[config.mk]
export PLATFORM = sky130hd
export DESIGN_NAME = cdb_arbiter
export DESIGN_NICKNAME = d
export VERILOG_FILES = /design/src/rtl/cdb_arbiter_pkg.sv /design/src/rtl/cdb_arbiter_result_fifo.sv /design/src/rtl/cdb_arbiter.sv
export SDC_FILE = /design/constraint.sdc
export NUM_CORES = 1
export LEC_CHECK = 0
export CAP_MARGIN = 15
export CORE_MARGIN = 3
export CORE_UTILIZATION = 50
export DETAILED_ROUTE_END_ITERATION = 16
export PLACE_DENSITY_LB_ADDON = 0.1
export SLEW_MARGIN = 20
export SYNTH_ARGS = -nofsm -noshare
export SYNTH_HDL_FRONTEND = slang
export SYNTH_SLANG_ARGS = --single-unit
[constraint.sdc]
create_clock -name Sys_clk -period 14.5 [get_ports Sys_clk]
set_clock_uncertainty 0.05 [all_clocks]
set_input_delay 2.9 -clock Sys_clk [delete_from_list [all_inputs] [get_ports Sys_clk]]
set_output_delay 2.9 -clock Sys_clk [all_outputs]
set_load 0.01 [all_outputs]
[src/rtl/cdb_arbiter_pkg.sv]
// rtl/cdb_arbiter_pkg.sv - shared widths, result-entry layout and source IDs for the CDB arbiter
package cdb_arbiter_pkg;

    localparam int ROB_WIDTH    = 4;
    localparam int ADDR_WIDTH   = 32;
    // ROB index plus the wrap bit used by consumers that compare ages
    localparam int EX_ROB_WIDTH = ROB_WIDTH + 1;
    localparam int VALUE_WIDTH  = 32;

    // Result entry layout, MSB first: {ROB_index, value, next_pc}
    localparam int ENTRY_WIDTH  = ROB_WIDTH + VALUE_WIDTH + ADDR_WIDTH;

    localparam logic SRC_ALU = 1'b0;
    localparam logic SRC_LSB = 1'b1;

endpackage

[src/rtl/cdb_arbiter_result_fifo.sv]
// rtl/cdb_arbiter_result_fifo.sv - small per-requester result FIFO with synchronous flush
// Ports: clk/rst (sync, active-high), push/pop strobes, flush (empties the queue),
//        din/dout (dout is the current head), full, empty, count.
// The caller never pushes when full nor pops when empty.
module result_fifo #(
    parameter int DATA_WIDTH = 68,
    parameter int DEPTH      = 2
) (
    input  logic                     clk,
    input  logic                     rst,
    input  logic                     push,
    input  logic                     pop,
    input  logic                     flush,
    input  logic [DATA_WIDTH-1:0]    din,
    output logic [DATA_WIDTH-1:0]    dout,
    output logic                     full,
    output logic                     empty,
    output logic [$clog2(DEPTH):0]   count
);

    localparam int PTR_W = $clog2(DEPTH);
    localparam int CNT_W = PTR_W + 1;

    logic [DATA_WIDTH-1:0] mem [DEPTH];
    logic [PTR_W-1:0]      wr_ptr;
    logic [PTR_W-1:0]      rd_ptr;

    // Pointers wrap naturally because DEPTH is a power of two
    always_ff @(posedge clk) begin
        if (rst) begin
            wr_ptr <= '0;
            rd_ptr <= '0;
            count  <= '0;
        end else if (flush) begin
            wr_ptr <= '0;
            rd_ptr <= '0;
            count  <= '0;
        end else begin
            if (push) wr_ptr <= wr_ptr + 1'b1;
            if (pop)  rd_ptr <= rd_ptr + 1'b1;
            count <= count + CNT_W'(push) - CNT_W'(pop);
        end
    end

    // Storage is not reset; a stray write during flush lands in a slot that is already free
    always_ff @(posedge clk) begin
        if (push) mem[wr_ptr] <= din;
    end

    assign dout  = mem[rd_ptr];
    assign full  = (count == CNT_W'(DEPTH));
    assign empty = (count == '0);

endmodule

[src/rtl/cdb_arbiter.sv]
// rtl/cdb_arbiter.sv - round-robin sharing of the CDB between the ALU and LSB result paths
// Ports: Sys_clk, Sys_rst (sync, active-high), Sys_rdy (low = freeze), ROB2ARB_flush;
//        RS2ARB_* / ARB2RS_ready : ALU result push interface;
//        LSB2ARB_* / ARB2LSB_ready : load/store result push interface;
//        CDB_* : registered broadcast, CDB_from_lsb tells which source it came from.
module cdb_arbiter #(
    parameter int ROB_WIDTH  = cdb_arbiter_pkg::ROB_WIDTH,
    parameter int ADDR_WIDTH = cdb_arbiter_pkg::ADDR_WIDTH,
    parameter int FIFO_DEPTH = 2
) (
    input  logic                  Sys_clk,
    input  logic                  Sys_rst,
    input  logic                  Sys_rdy,
    input  logic                  ROB2ARB_flush,
    input  logic                  RS2ARB_en,
    input  logic [ROB_WIDTH-1:0]  RS2ARB_ROB_index,
    input  logic [31:0]           RS2ARB_value,
    input  logic [ADDR_WIDTH-1:0] RS2ARB_next_pc,
    output logic                  ARB2RS_ready,
    input  logic                  LSB2ARB_en,
    input  logic [ROB_WIDTH-1:0]  LSB2ARB_ROB_index,
    input  logic [31:0]           LSB2ARB_value,
    output logic                  ARB2LSB_ready,
    output logic                  CDB_en,
    output logic [ROB_WIDTH-1:0]  CDB_ROB_index,
    output logic [31:0]           CDB_value,
    output logic [ADDR_WIDTH-1:0] CDB_next_pc,
    output logic                  CDB_from_lsb
);

    import cdb_arbiter_pkg::*;

    localparam int ENTRY_W = ROB_WIDTH + 32 + ADDR_WIDTH;
    localparam int CNT_W   = $clog2(FIFO_DEPTH) + 1;

    logic [ENTRY_W-1:0] alu_din, alu_dout, lsb_din, lsb_dout, head;
    logic               alu_full, alu_empty, lsb_full, lsb_empty;
    logic [CNT_W-1:0]   alu_count, lsb_count;
    logic               alu_push, alu_pop, lsb_push, lsb_pop;
    logic               grant_valid, grant_src, last_grant;
    logic               broadcast;

    // Readiness ignores a same-cycle pop so ready never depends on the grant path
    assign ARB2RS_ready  = Sys_rdy && !alu_full;
    assign ARB2LSB_ready = Sys_rdy && !lsb_full;

    assign alu_push = RS2ARB_en  && ARB2RS_ready  && !ROB2ARB_flush;
    assign lsb_push = LSB2ARB_en && ARB2LSB_ready && !ROB2ARB_flush;

    assign alu_din = {RS2ARB_ROB_index, RS2ARB_value, RS2ARB_next_pc};
    assign lsb_din = {LSB2ARB_ROB_index, LSB2ARB_value, {ADDR_WIDTH{1'b0}}};

    // Arbitration looks only at FIFO heads; under contention the source
    // that did not win last time gets the slot
    assign grant_valid = !alu_empty || !lsb_empty;

    always_comb begin
        grant_src = SRC_ALU;
        if (!alu_empty && !lsb_empty) grant_src = ~last_grant;
        else if (!lsb_empty)          grant_src = SRC_LSB;
    end

    assign broadcast = Sys_rdy && !ROB2ARB_flush && grant_valid;
    assign alu_pop   = broadcast && (grant_src == SRC_ALU);
    assign lsb_pop   = broadcast && (grant_src == SRC_LSB);
    assign head      = (grant_src == SRC_LSB) ? lsb_dout : alu_dout;

    result_fifo #(.DATA_WIDTH(ENTRY_W), .DEPTH(FIFO_DEPTH)) u_alu_fifo (
        .clk   (Sys_clk),
        .rst   (Sys_rst),
        .push  (alu_push),
        .pop   (alu_pop),
        .flush (ROB2ARB_flush),
        .din   (alu_din),
        .dout  (alu_dout),
        .full  (alu_full),
        .empty (alu_empty),
        .count (alu_count)
    );

    result_fifo #(.DATA_WIDTH(ENTRY_W), .DEPTH(FIFO_DEPTH)) u_lsb_fifo (
        .clk   (Sys_clk),
        .rst   (Sys_rst),
        .push  (lsb_push),
        .pop   (lsb_pop),
        .flush (ROB2ARB_flush),
        .din   (lsb_din),
        .dout  (lsb_dout),
        .full  (lsb_full),
        .empty (lsb_empty),
        .count (lsb_count)
    );

    // Output register; data fields hold when nothing is broadcast, and
    // everything (including CDB_en) holds while Sys_rdy is low
    always_ff @(posedge Sys_clk) begin
        if (Sys_rst) begin
            CDB_en        <= 1'b0;
            CDB_ROB_index <= '0;
            CDB_value     <= '0;
            CDB_next_pc   <= '0;
            CDB_from_lsb  <= 1'b0;
            last_grant    <= SRC_LSB;
        end else if (ROB2ARB_flush) begin
            CDB_en <= 1'b0;
        end else if (Sys_rdy) begin
            if (grant_valid) begin
                CDB_en                                   <= 1'b1;
                {CDB_ROB_index, CDB_value, CDB_next_pc}  <= head;
                CDB_from_lsb                             <= grant_src;
                last_grant                               <= grant_src;
            end else begin
                CDB_en <= 1'b0;
            end
        end
    end

    // A requester asserting en while not ready loses that result
    a_alu_no_drop: assert property (@(posedge Sys_clk) disable iff (Sys_rst)
        RS2ARB_en |-> ARB2RS_ready);
    a_lsb_no_drop: assert property (@(posedge Sys_clk) disable iff (Sys_rst)
        LSB2ARB_en |-> ARB2LSB_ready);
    a_alu_count: assert property (@(posedge Sys_clk) disable iff (Sys_rst)
        alu_count <= CNT_W'(FIFO_DEPTH));
    a_lsb_count: assert property (@(posedge Sys_clk) disable iff (Sys_rst)
        lsb_count <= CNT_W'(FIFO_DEPTH));

endmodule

==> summary.txt <==
CTS
  • Clock transition at path regs: 60 ps
  • Post-CTS Setup Inserts: 0
  • Total CTS buffers: 30
  • Post-CTS Resized: 0
  • # hold bufs at CTS: 0
  • Clock Sinks: 289
  • CTS Buffer Depth: 3
  • H-tree Lvls: 1
  • Insertion delay to the later sink of the worst-skew pair: 540 ps
  • CTS root buffer: clkbuf_16
  • CTS tree: built

Floorplan
  • Chip Height: 153 um
  • Initial core utilization: 0.510
  • Core box area: 21100 um2
  • Row Count: 53
  • Die area: 23300 um2
  • Io pins: 182
  • Die width: 153 um

Min path
  • Worst Hold End: CDB_value[3]
  • Worst hold path cell count: 2
  • Hold wc startpoint: CDB_value[3]
  • Worst min path class: reg2reg

Timing
  • Hold WS: 432 ps
  • Setup TNS Final: 0 ps
  • Post-route setup slack: 7410 ps
  • Fmax: 141 MHz
  • RSZ-0062 raised after global routing: no
  • Crit path time final: 7090 ps
  • Final Max Tran Viols: 0
  • Setup violators final: 0
  • Crit share post-route: 0.489
  • Worst rel slew slack: 0.284
  • Actual slew at the worst max-slew pin: 1070 ps
  • Fin. Hold Viols: 0

Critical path
  • WS Path Type: in2out
  • Crit Path Max Fanout: 6
  • R2R setup slack: 11180 ps
  • Startpoint Class: primary input
  • Worst-case reg-to-reg path depth: 6
  • CP Capture Type: output pin
  • Worst Path Required: 11550 ps
  • Reg-to-reg endpoint: CDB_value[28]
  • R2r startpoint: u_lsb_fifo.count[0]
  • Crit path DAT: 4140 ps

Synth
  • Yosys top cell by area: edfxtp_1
  • Top-count cell post-synth: edfxtp_1
  • Largest cells by area after synthesis: edfxtp_1 (58%), dfxtp_1 (15%), mux2_2 (7.1%)
  • Mean Syn Cell Area: 15.2 um2
  • Synth cell count leaders: edfxtp_1 (208), dfxtp_1 (81), mux2_2 (68), o21ai_0 (58), nor2_1 (50)
  • Syn nets: 822
  • Number of synthesized flops with an enable pin: 208
  • Async SR Flop Fraction: 0
  • Share of the synthesized area in the top cell type: 0.581
  • Register area share after synthesis: 0.732
  • Flops & latches, synth: 289
  • Synthesized instance count: 708
  • Yosys warning count: 0
  • Synthesized cell area: 10800 um2
  • Yosys cell types: 32
  • Synth Flop Type: edfxtp_1

Place
  • Post-detail-place hpwl: 14100 um
  • Cells after DPL: 1124
  • Post-place setup slack: 7430 ps
  • # port buffers: 181
  • GPL Wtd Cong: 0.743
  • Post-place instance area: 12800 um2

Cells and area
  • Layout cells sized above 1: 0.150
  • Finished layout cell area: 13800 um2
  • Core Util, Final: 0.653
  • Multi-input logic area: 2650 um2
  • Register area: 7870 um2
  • Area growth, synth to finish: 28.1%
  • Finished Layout Cells: 1182
  • Fill cells: 1514
  • Layout Nets: 996

Detailed routing
  • Iteration-0 DRC Markers: 382
  • Final wirelength: 24100 um
  • Via count: 6449
  • Detail Route Antenna Nets: 0
  • Via-per-instance ratio: 5.46
  • Per-cell routed wire length: 20.4 um
  • Drt drc: 0
  • DRT Pass-1 Iters: 4

Power
  • Leak: 4.50 nW
  • P per Cell Area: 123 nW/um2
  • VDD IR max: 0.0000938 V
  • Total Power: 1.70 mW

Global route
  • Total GRT Usage: 0.203
  • Initial antenna violation count: 1
  • Vias in the first global route: 6953
  • First-pass GRT wire length: 37700 um
  • Largest net degree at the start of global routing: 73
  • Gr ovfl total: 0

Job
  • Max cap viols: 0

Outcome
  • Outcome: finished clean
==> worst max path at each step <==
| stage | startpoint | end | slack (ps) | cells past startpoint |
|---|---|---|---|---|
| 3_3_place_gp | Sys_rdy | ARB2RS_ready | 7420 | 3 |
| 6_report | Sys_rdy | ARB2LSB_ready | 7410 | 3 |
| 5_1_grt | Sys_rdy | ARB2LSB_ready | 7360 | 3 |
| 2_1_floorplan | Sys_rdy | u_alu_fifo.mem[0][0] | 7840 | 3 |
| 4_1_cts | Sys_rdy | ARB2LSB_ready | 7420 | 3 |
| 3_5_place_dp | Sys_rdy | ARB2LSB_ready | 7430 | 3 |
==> final cells by class <==
class / instances / area share
well taps: 275 / 0.0250
multi-input cells: 360 / 0.192
clock buffers: 40 / 0.0609
diodes: 1 / 0.000182
inverters: 10 / 0.00272
repair buffers: 191 / 0.140
flip-flops and latches: 289 / 0.571
clock inverters: 16 / 0.00754
==> cell usage in the layout (no fill, tap or decap), types with 2 or more instances in the layout <==
cell             count
edfxtp_1           208
mux2i_1             36
a22oi_1             32
clkbuf_16           31
xor2_1               2
nor3_1              10
o21ai_0             58
clkinv_1             4
clkinv_2            10
nand3_1              2
ha_1                 4
and2_1               2
mux2_2              68
o21ai_1             30
a21oi_1             11
nand2b_1             3
dfxtp_1             79
inv_1               10
clkbuf_1             6
nand3b_1            36
nor2_4               5
clkbuf_8             3
xnor2_1              6
or2_1                2
buf_12               2
buf_4                7
nor2_1              45
clkdlybuf4s50_1    180
==> power breakdown <==
| group | total (mW) | switching [mW] | internal (mW) |
|---|---|---|---|
| Combinational | 0.0789 | 0.0357 | 0.0431 |
| Sequential | 0.903 | 0.00444 | 0.898 |
| Clock | 0.719 | 0.297 | 0.423 |
| Total | 1.70 | 0.337 | 1.36 |
==> logic make-up after synthesis <==
logic type      count (synthesis)  synth area share
xor+xnor                        8           0.00652
mux                           104             0.105
fa+ha+maj                       4           0.00466
compound gates                136            0.0725
buf+inv                        59            0.0255
simple gates                  108            0.0543
flops                         289             0.732
==> per-layer routing <==
| layer | track usage | routed length, um |
|---|---|---|
| met3 | 0.0381 | 1420 |
| met2 | 0.353 | 12100 |
| met4 | 0.0488 | 454 |
| met5 | 0 | 0 |
| met1 | 0.265 | 10100 |
==> critical path, stage by stage <==
cell and delay [ps]:
clkdlybuf4s50_1 550, and2_1 160, clkdlybuf4s50_1 530
==> registers in the layout, indices dropped and copies added (netlist names), 2 cells and up, named ones only <==
name,flops
u_alu_fifo.mem,136
CDB_ROB_index,4
u_alu_fifo.count,2
u_lsb_fifo.count,2
u_lsb_fifo.mem,72
CDB_value,32
CDB_next_pc,32
Note: power is estimated with default switching activity, not from simulation.
